<file path="src/rtl/query_sched_if.sv">
// query_sched_if: host, tracker and migration-engine handshakes around the query scheduler
interface query_sched_if #(
  parameter int ADDR_SIZE = 28,
  parameter int CMD_WIDTH = 4
);
  logic                 tick_en;
  logic                 host_req_en;
  logic [CMD_WIDTH-1:0] host_req_cmd;
  logic                 host_req_ready;
  logic                 query_en;
  logic [CMD_WIDTH-1:0] query_cmd;
  logic                 query_ready;
  logic                 mig_addr_en;
  logic [ADDR_SIZE-1:0] mig_addr;
  logic                 mig_addr_ready;
  logic                 mig_req_valid;
  logic [ADDR_SIZE-1:0] mig_req_addr;
  logic                 mig_req_ready;
  logic                 busy;
  logic [31:0]          issued_cnt;
  logic [15:0]          drop_cnt;
  logic [15:0]          timeout_cnt;
  modport master (
    output tick_en, host_req_en, host_req_cmd, query_ready, mig_addr_en, mig_addr, mig_req_ready,
    input  host_req_ready, query_en, query_cmd, mig_addr_ready, mig_req_valid, mig_req_addr,
           busy, issued_cnt, drop_cnt, timeout_cnt
  );
  modport slave (
    input  tick_en, host_req_en, host_req_cmd, query_ready, mig_addr_en, mig_addr, mig_req_ready,
    output host_req_ready, query_en, query_cmd, mig_addr_ready, mig_req_valid, mig_req_addr,
           busy, issued_cnt, drop_cnt, timeout_cnt
  );
endinterface

</file>
<file path="src/rtl/query_sched.sv">
// query_sched: arbitrates rate ticks and host commands onto the tracker query port and buffers returned addresses
module query_sched #(
  parameter int ADDR_SIZE  = 28,
  parameter int CMD_WIDTH  = 4,
  parameter int TOP_K      = 5,
  parameter int FIFO_DEPTH = 8,
  parameter int FIFO_AW    = 3,
  parameter int TIMEOUT    = 255
) (
  input logic         clk,
  input logic         rstn,
  query_sched_if.slave bus
);
  localparam int KW = $clog2(TOP_K + 1);
  localparam int TW = $clog2(TIMEOUT + 1);
  localparam logic [CMD_WIDTH-1:0] CMD_MIG   = CMD_WIDTH'(1);
  localparam logic [CMD_WIDTH-1:0] CMD_FLUSH = CMD_WIDTH'(2);
  typedef enum logic [1:0] {IDLE, ISSUE, COLLECT} state_t;
  state_t               state_q, state_d;
  logic [CMD_WIDTH-1:0] cmd_q, cmd_d, host_cmd_q, host_cmd_d;
  logic                 host_pend_q, host_pend_d, tick_pend_q, tick_pend_d;
  logic [31:0]          issued_cnt_q, issued_cnt_d;
  logic [15:0]          drop_cnt_q, drop_cnt_d, timeout_cnt_q, timeout_cnt_d;
  logic [KW-1:0]        k_q, k_d;
  logic [TW-1:0]        tmo_q, tmo_d;
  logic [ADDR_SIZE-1:0] last_q, last_d;
  logic                 last_vld_q, last_vld_d;
  logic [ADDR_SIZE-1:0] mem_q [FIFO_DEPTH];
  logic [ADDR_SIZE-1:0] mem_d [FIFO_DEPTH];
  logic [FIFO_AW:0]     wr_ptr_q, wr_ptr_d, rd_ptr_q, rd_ptr_d;
  logic                 empty, full, host_acc, take_host, take_tick, query_hs, accept, push, pop;
  assign empty     = wr_ptr_q == rd_ptr_q;
  assign full      = (wr_ptr_q[FIFO_AW] != rd_ptr_q[FIFO_AW]) && (wr_ptr_q[FIFO_AW-1:0] == rd_ptr_q[FIFO_AW-1:0]);
  assign host_acc  = bus.host_req_en && !host_pend_q;
  assign take_host = state_q == IDLE && host_pend_q;
  assign take_tick = state_q == IDLE && !host_pend_q && tick_pend_q;
  assign query_hs  = state_q == ISSUE && bus.query_ready;
  assign accept    = state_q == COLLECT && bus.mig_addr_en && !full;
  assign push      = accept && !(last_vld_q && bus.mig_addr == last_q);
  assign pop       = !empty && bus.mig_req_ready;
  assign bus.host_req_ready = !host_pend_q;
  assign bus.query_en       = state_q == ISSUE;
  assign bus.query_cmd      = state_q == ISSUE ? cmd_q : '0;
  assign bus.mig_addr_ready = state_q == COLLECT && !full;
  assign bus.mig_req_valid  = !empty;
  assign bus.mig_req_addr   = mem_q[rd_ptr_q[FIFO_AW-1:0]];
  assign bus.busy           = state_q != IDLE;
  assign bus.issued_cnt     = issued_cnt_q;
  assign bus.drop_cnt       = drop_cnt_q;
  assign bus.timeout_cnt    = timeout_cnt_q;
  // Capture host and tick requests; a tick landing on an unconsumed tick is counted as dropped
  always_comb begin
    host_pend_d = host_acc || (host_pend_q && !take_host);
    host_cmd_d  = host_acc ? bus.host_req_cmd : host_cmd_q;
    tick_pend_d = bus.tick_en || (tick_pend_q && !take_tick);
    drop_cnt_d  = drop_cnt_q + 16'(bus.tick_en && tick_pend_q && !take_tick && drop_cnt_q != 16'hffff);
  end
  // Query FSM: host-first arbitration, held command until handshake, then result collection
  always_comb begin
    state_d       = state_q;
    cmd_d         = cmd_q;
    k_d           = k_q;
    tmo_d         = tmo_q;
    issued_cnt_d  = issued_cnt_q;
    timeout_cnt_d = timeout_cnt_q;
    case (state_q)
      IDLE: begin
        state_d = (take_host || take_tick) ? ISSUE : IDLE;
        cmd_d   = take_host ? host_cmd_q : take_tick ? CMD_MIG : cmd_q;
      end
      ISSUE: if (query_hs) begin
        issued_cnt_d = issued_cnt_q + 32'd1;
        k_d          = '0;
        tmo_d        = '0;
        state_d      = cmd_q == CMD_MIG ? COLLECT : IDLE;
      end
      COLLECT: if (accept) begin
        k_d     = k_q + KW'(1);
        tmo_d   = '0;
        state_d = k_d == KW'(TOP_K) ? IDLE : COLLECT;
      end else begin
        tmo_d         = tmo_q + TW'(1);
        state_d       = tmo_d == TW'(TIMEOUT) ? IDLE : COLLECT;
        timeout_cnt_d = timeout_cnt_q + 16'(tmo_d == TW'(TIMEOUT) && timeout_cnt_q != 16'hffff);
      end
      default: state_d = IDLE;
    endcase
  end
  // Result FIFO with back-to-back duplicate suppression; FLUSH forgets the last address
  always_comb begin
    mem_d = mem_q;
    if (push) mem_d[wr_ptr_q[FIFO_AW-1:0]] = bus.mig_addr;
    wr_ptr_d   = wr_ptr_q + (FIFO_AW + 1)'(push);
    rd_ptr_d   = rd_ptr_q + (FIFO_AW + 1)'(pop);
    last_d     = push ? bus.mig_addr : last_q;
    last_vld_d = push || (last_vld_q && !(query_hs && cmd_q == CMD_FLUSH));
  end
  // State registers with synchronous active-low reset
  always_ff @(posedge clk) begin
    if (!rstn) begin
      state_q       <= IDLE;
      cmd_q         <= '0;
      host_cmd_q    <= '0;
      host_pend_q   <= 1'b0;
      tick_pend_q   <= 1'b0;
      issued_cnt_q  <= '0;
      drop_cnt_q    <= '0;
      timeout_cnt_q <= '0;
      k_q           <= '0;
      tmo_q         <= '0;
      last_q        <= '0;
      last_vld_q    <= 1'b0;
      mem_q         <= '{default: '0};
      wr_ptr_q      <= '0;
      rd_ptr_q      <= '0;
    end else begin
      state_q       <= state_d;
      cmd_q         <= cmd_d;
      host_cmd_q    <= host_cmd_d;
      host_pend_q   <= host_pend_d;
      tick_pend_q   <= tick_pend_d;
      issued_cnt_q  <= issued_cnt_d;
      drop_cnt_q    <= drop_cnt_d;
      timeout_cnt_q <= timeout_cnt_d;
      k_q           <= k_d;
      tmo_q         <= tmo_d;
      last_q        <= last_d;
      last_vld_q    <= last_vld_d;
      mem_q         <= mem_d;
      wr_ptr_q      <= wr_ptr_d;
      rd_ptr_q      <= rd_ptr_d;
    end
  end
endmodule

</file>
<file path="src/flat_wrapper.sv">
// flat-port wrapper written by rule: the top's interface ports become plain ports
module query_sched_flat 
#(
  parameter int ADDR_SIZE  = 28,
  parameter int CMD_WIDTH  = 4,
  parameter int TOP_K      = 5,
  parameter int FIFO_DEPTH = 8,
  parameter int FIFO_AW    = 3,
  parameter int TIMEOUT    = 255
)
  (clk, rstn, bus_tick_en, bus_host_req_en, bus_host_req_cmd, bus_query_ready, bus_mig_addr_en, bus_mig_addr, bus_mig_req_ready, bus_host_req_ready, bus_query_en, bus_query_cmd, bus_mig_addr_ready, bus_mig_req_valid, bus_mig_req_addr, bus_busy, bus_issued_cnt, bus_drop_cnt, bus_timeout_cnt);
  query_sched_if #(.ADDR_SIZE(ADDR_SIZE), .CMD_WIDTH(CMD_WIDTH)) bus_i ();
  input logic clk;
  input logic rstn;
  input wire logic [$bits(bus_i.tick_en)-1:0] bus_tick_en;
  input wire logic [$bits(bus_i.host_req_en)-1:0] bus_host_req_en;
  input wire logic [$bits(bus_i.host_req_cmd)-1:0] bus_host_req_cmd;
  input wire logic [$bits(bus_i.query_ready)-1:0] bus_query_ready;
  input wire logic [$bits(bus_i.mig_addr_en)-1:0] bus_mig_addr_en;
  input wire logic [$bits(bus_i.mig_addr)-1:0] bus_mig_addr;
  input wire logic [$bits(bus_i.mig_req_ready)-1:0] bus_mig_req_ready;
  output wire logic [$bits(bus_i.host_req_ready)-1:0] bus_host_req_ready;
  output wire logic [$bits(bus_i.query_en)-1:0] bus_query_en;
  output wire logic [$bits(bus_i.query_cmd)-1:0] bus_query_cmd;
  output wire logic [$bits(bus_i.mig_addr_ready)-1:0] bus_mig_addr_ready;
  output wire logic [$bits(bus_i.mig_req_valid)-1:0] bus_mig_req_valid;
  output wire logic [$bits(bus_i.mig_req_addr)-1:0] bus_mig_req_addr;
  output wire logic [$bits(bus_i.busy)-1:0] bus_busy;
  output wire logic [$bits(bus_i.issued_cnt)-1:0] bus_issued_cnt;
  output wire logic [$bits(bus_i.drop_cnt)-1:0] bus_drop_cnt;
  output wire logic [$bits(bus_i.timeout_cnt)-1:0] bus_timeout_cnt;
  assign bus_i.tick_en = bus_tick_en;
  assign bus_i.host_req_en = bus_host_req_en;
  assign bus_i.host_req_cmd = bus_host_req_cmd;
  assign bus_i.query_ready = bus_query_ready;
  assign bus_i.mig_addr_en = bus_mig_addr_en;
  assign bus_i.mig_addr = bus_mig_addr;
  assign bus_i.mig_req_ready = bus_mig_req_ready;
  assign bus_host_req_ready = bus_i.host_req_ready;
  assign bus_query_en = bus_i.query_en;
  assign bus_query_cmd = bus_i.query_cmd;
  assign bus_mig_addr_ready = bus_i.mig_addr_ready;
  assign bus_mig_req_valid = bus_i.mig_req_valid;
  assign bus_mig_req_addr = bus_i.mig_req_addr;
  assign bus_busy = bus_i.busy;
  assign bus_issued_cnt = bus_i.issued_cnt;
  assign bus_drop_cnt = bus_i.drop_cnt;
  assign bus_timeout_cnt = bus_i.timeout_cnt;
  query_sched #(.ADDR_SIZE(ADDR_SIZE), .CMD_WIDTH(CMD_WIDTH), .TOP_K(TOP_K), .FIFO_DEPTH(FIFO_DEPTH), .FIFO_AW(FIFO_AW), .TIMEOUT(TIMEOUT)) u_core (.clk(clk), .rstn(rstn), .bus(bus_i));
endmodule
</file>
<file path="config.mk">
export PLATFORM = sky130hd
export DESIGN_NAME = query_sched_flat
export DESIGN_NICKNAME = d
export VERILOG_FILES = /design/src/rtl/query_sched_if.sv /design/src/rtl/query_sched.sv /design/src/flat_wrapper.sv
export SDC_FILE = /design/constraint.sdc
export NUM_CORES = 1
export LEC_CHECK = 0
export ABC_AREA = 1
export ABC_CLOCK_PERIOD_IN_PS = 2200
export BUFFER_PORTS_ARGS = -buffer_cell sky130_fd_sc_hd__clkbuf_2
export CAP_MARGIN = 15
export CORE_MARGIN = 2
export CORE_UTILIZATION = 35
export DETAILED_ROUTE_END_ITERATION = 7
export SYNTH_ARGS = -nofsm -noshare
export SYNTH_HDL_FRONTEND = slang
export SYNTH_SLANG_ARGS = --single-unit
</file>
<file path="constraint.sdc">
create_clock -name clk -period 2.2 [get_ports clk]
set_input_delay 0.44 -clock clk [delete_from_list [all_inputs] [get_ports clk]]
set_output_delay 0.44 -clock clk [all_outputs]
set_load 0.1 [all_outputs]
</file>
* Word-level counts from Yosys, hierarchy flattened
Cells that the tools add are included.
Word-level totals: flip-flop bits (word level) 348, input bits 39, output and inout port bits 101, word-level logic and storage cells 112
Operators by class: add/sub/neg operators 7, order comparisons 3, equal/unequal tests 14, multiplexer cells 22, bitwise operators 3, reductions and logical operators 41
Operators by type and width (count):
- $bwmux W224 | 1
- $bmux W28 S3 | 1
- $demux W28 S3 | 1
- $mux W28 | 3
- $add A16 B1 Y16 | 2
- $add A32 B1 Y32 const B | 1
- $ne A16 B16 Y1 const B | 2
- $eq A28 B28 Y1 | 1
- $logic_and A1 B1 Y1 | 21
- $mux W8 | 2
- $pmux W8 S2 | 1
- $mux W4 | 3
- $mux W2 | 5
- $add A4 B1 Y4 | 2
- $add A8 B1 Y8 const B | 1
- $eq A8 B8 Y1 const B | 1
- $ge A4 B4 Y1 const B | 2
- $not A3 Y4 | 2
- $reduce_and A2 Y1 | 4
- $logic_not A1 Y1 | 7
- $mux W3 | 2
- $pmux W2 S3 | 1
- $pmux W3 S2 | 1
- $reduce_bool A2 Y1 | 3
- other kinds (16) | 20

* Longest topological paths before layout
depth in word-level cells 7, mapped depth 18, depth with buffers taken out 18

* Worst setup path after synthesis
OpenSTA, ideal clock, no wires.
path type flip-flop to output port, from reg u_core.rd_ptr_q[0], to out bus_mig_req_addr[15], arrival 2.789 ns, data required time 1.760 ns, slack -1.029 ns, stages on the path, launching flop included 8, buffers on the path 3, path through dfxtp_1 -> buf_2 -> clkbuf_1 -> clkbuf_1 -> nand2_1 -> o21ai_0 -> a221oi_1 -> a31oi_1
Between the ends: cells in the longest elaborated chain, start to end 4
RTL lines:
- from (decl) | line query_sched.sv:30 | logic [FIFO_AW:0] wr_ptr_q, wr_ptr_d, rd_ptr_q, rd_ptr_d;
- from (signal assigned) | line query_sched.sv:131 | rd_ptr_q <= rd_ptr_d;
- $not A3 Y4 (not written as such) | line query_sched.sv:46 | assign bus.mig_req_addr = mem_q[rd_ptr_q[FIFO_AW-1:0]];
- $bmux W28 S3 | line query_sched.sv:46
- $mux W28 (not written as such) (2 in a row) | line query_sched.sv:46
- to (decl) | line flat_wrapper.sv:27 | output wire logic [$bits(bus_i.mig_req_addr)-1:0] bus_mig_req_addr;
Every way passes these cells. The select of a mux whose other input is x is not followed.

* Final worst setup path
from reg u_core.rd_ptr_q[0], to out bus_mig_req_addr[3]
Same word-level chain as after synthesis.

==> qor.yml <==
clock_tree:
  insertion_delay_ps: 570
  cts_sinks: 348
  cts_root_buf: "clkbuf_16"
  cts_tree: "yes"
  cts_buffer_depth: 3
  clk_pin_slew_ps: 60
  cts_max_level: 2
  cts-hold-fix-buffers: 0
  cts_buffers: 41
synth:
  synth_edf_count: 0
  ys.flop_type: "dfxtp_1"
  netlist_top_cells_count: "nand2_1, inv_1, nor2_1"
  syn_area_um2: 18900
  synthMuxAreaShare_pct: 0
  syn_avg_cell_area_um2: 6.32
  synth_xor_area_share_pct: 1.20
  async_flop_share_pct: 0
  synthCells: 2996
  yosysSeqAreaShare_pct: 36.8
  syn_nets: 3052
  synth_top_family_by_area: "simple AND/OR/NAND/NOR gates"
  yosysMostFrequentCell: "nand2_1"
  yosysUniqueCellTypes: 44
  synth-seq-cells: 348
  synth_compound_gate_area_share_pct: 10.6
  synth_warnings: 0
  synthAdderAreaFrac_pct: 1.12
  yosys.area_share.simple_pct: 33.4
  yosys.area.top_type: "dfxtp_1"
  synth_top_area_share_pct: 36.8
  synth.area.top_cells: "dfxtp_1, nand2_1, inv_1, nand4_1, nor2_1"
global_routing:
  grtUsageTotal_pct: 21.1
  grt_pass1_vias: 17400
  grt_pass1_wl_um: 95500
  overflow: 0
  antenna_found_initial: 7
  grt_max_degree: 86
timing:
  slew_viol_final: 0
  relSlewSlack_pct: 62.5
  setup_slack_ps: -384
  fin_setup_tns_ps: -11880
  tightest_slew_ps: 566
  setup_viol_count_final: 47
  rsz0062_at_grt: "true"
  holdWs_ps: 108
  period_needed_ps: 2580
  fin_skew_ps: 17.7
  hold_violations: 0
  min_period_over_period_pct: 117
  max_freq_ghz: 0.387
setup_path:
  cp.required_ps: 1760
  startpoint_type: "register"
  path_class: "register to output pin"
  reg2regPathDepth: 18
  critPathMaxFanout: 6
  crit_chain: "buf_12 > buf_12 > buf_16 > a21oi_1 > o21ai_2 > a31oi_4 > buf_12"
  cp_common_cell: "buf_12"
  cpMaxStageDelayCell: "dfxtp_4"
  worst_ep_arrival_time_ps: 2140
  endpoint_kind: "output pin"
  slowest_delay_ps: 360
floorplan:
  fp.dieW_um: 237
  io_pins: 140
  rows: 85
  core_um2: 53700
  start_util_pct: 35.3
  die-area_um2: 56000
  die_h_um: 237
placed_design:
  dp_cells: 3830
  dp_hpwl_um: 37200
  port_buffers: 139
  place_congestion: 0.807
run_status:
  run_status: "finished, violations left"
  violations: "setup timing"
layout:
  fin_util_pct: 47.5
  drive_gt1_share_pct: 23.0
  syn2layout_area_growth_pct: 34.7
  fin_nets: 3270
  fillers: 5374
  finalNonFillerCells: 3943
detailed_routing:
  routed_wl_um: 61700
  drt-initial-drc-count: 1315
  via_per_inst: 4.83
  ant_nets: 0
  first_pass_iters: 5
  drc: 0
  vias: 19000
  avgRoutedWirePerCell_um: 15.7
hold_path:
  hold_depth: 3
  worst_hold_path_type: "primary input to register"
job:
  cap_violations: 0
power:
  vdd_drop_max_uv: 584
  p_per_area_nw_per_um2: 577
  leakage_nw: 11.0
==> worst max-delay path, delay by kind of cell (launching register included) <==
family	cells	cell delay, ps
DFF	1	360
AOI/OAI and AO/OA	3	530
buffers and inverters	4	670
==> metrics by stage <==
step | area (µm²) | setup slack (ps) | power [mW]
4_1_cts | 24800 | -413 | 14.8
3_5_place_dp | 22600 | -279 | 8.09
6_report | 25500 | -384 | 14.7
5_1_grt | 25500 | -460 | 15.2
2_1_floorplan | 19600 | -439 | 7.53
3_3_place_gp | 22600 | -266 | 8.08
==> path summary, 6_finish.rpt <==
kind | slack, ps | start | endpoint
setup reg to reg | -220 | u_core.tmo_q[1] | u_core.bus.timeout_cnt[15]
setup / recovery | -380 | u_core.rd_ptr_q[0] | bus_mig_req_addr[3]
hold reg to reg | 460 | u_core.bus.issued_cnt[20] | u_core.bus.issued_cnt[20]
hold / removal | 110 | bus_tick_en | u_core.tick_pend_q
==> what timing repair did <==
action                     in CTS  in global routing
cloned                          9                  6
resized for setup             198                135
setup buffers                  17                 18
setup endpoints to repair      55                123
pin swaps                      58                 50
==> cell type report <==
| cell class | count | area, µm² | share of cell area [%] |
|---|---|---|---|
| diodes | 1 | 2.50 | 0.00981 |
| flip-flops and latches | 348 | 7040 | 27.6 |
| inverters | 609 | 2330 | 9.13 |
| repair buffers | 355 | 3750 | 14.7 |
| clock buffers | 59 | 1170 | 4.60 |
| multi-input cells | 1859 | 10200 | 40.1 |
| clock inverters | 16 | 109 | 0.427 |
| well taps | 696 | 871 | 3.41 |
==> state kept, by name, indices dropped and copies added, names as in the netlist, 4 cells and up <==
signal,cells
u_core.mem_q,224
u_core.bus.issued_cnt,32
u_core.last_q,28
u_core.bus.drop_cnt,16
u_core.bus.timeout_cnt,16
u_core.tmo_q,8
u_core.cmd_q,4
u_core.host_cmd_q,4
u_core.rd_ptr_q,4
u_core.wr_ptr_q,4
==> logic make-up after synthesis <==
family | count (synthesis)
AND/OR/NAND/NOR | 1450
flip-flops | 348
AO/OA/AOI/OAI | 366
XOR/XNOR | 26
buffers and inverters | 789
adder cells (fa/ha/maj) | 17
==> layout by cell type (no fill, tap or decap), drive strengths merged, types with 8 or more instances in the layout <==
cell      n
a21oi   138
a221oi   28
a31oi    32
buf     245
clkbuf  169
clkinv   16
dfxtp   348
ha       17
inv     606
nand2   724
nand3    46
nand4   244
nor2    398
nor3     19
nor4      8
o21ai   154
xnor2    16
xor2     10
==> report_power, final <==
part	internal [mW]	leakage, nW	total (mW)	switching [mW]
clock network	3.82	0.642	6.62	2.80
registers	6.35	2.83	6.40	0.0432
logic	0.593	7.52	1.71	1.11
==> layer usage <==
layer	vias up	GRT usage [%]	part of all wire, %
li1	9818	-	-
met5	-	0	0.12
met4	10	7.10	2.9
met3	118	4.12	6.8
met1	8567	27.5	44
met2	531	34.8	46
Note: power is estimated with default switching activity, not from simulation.
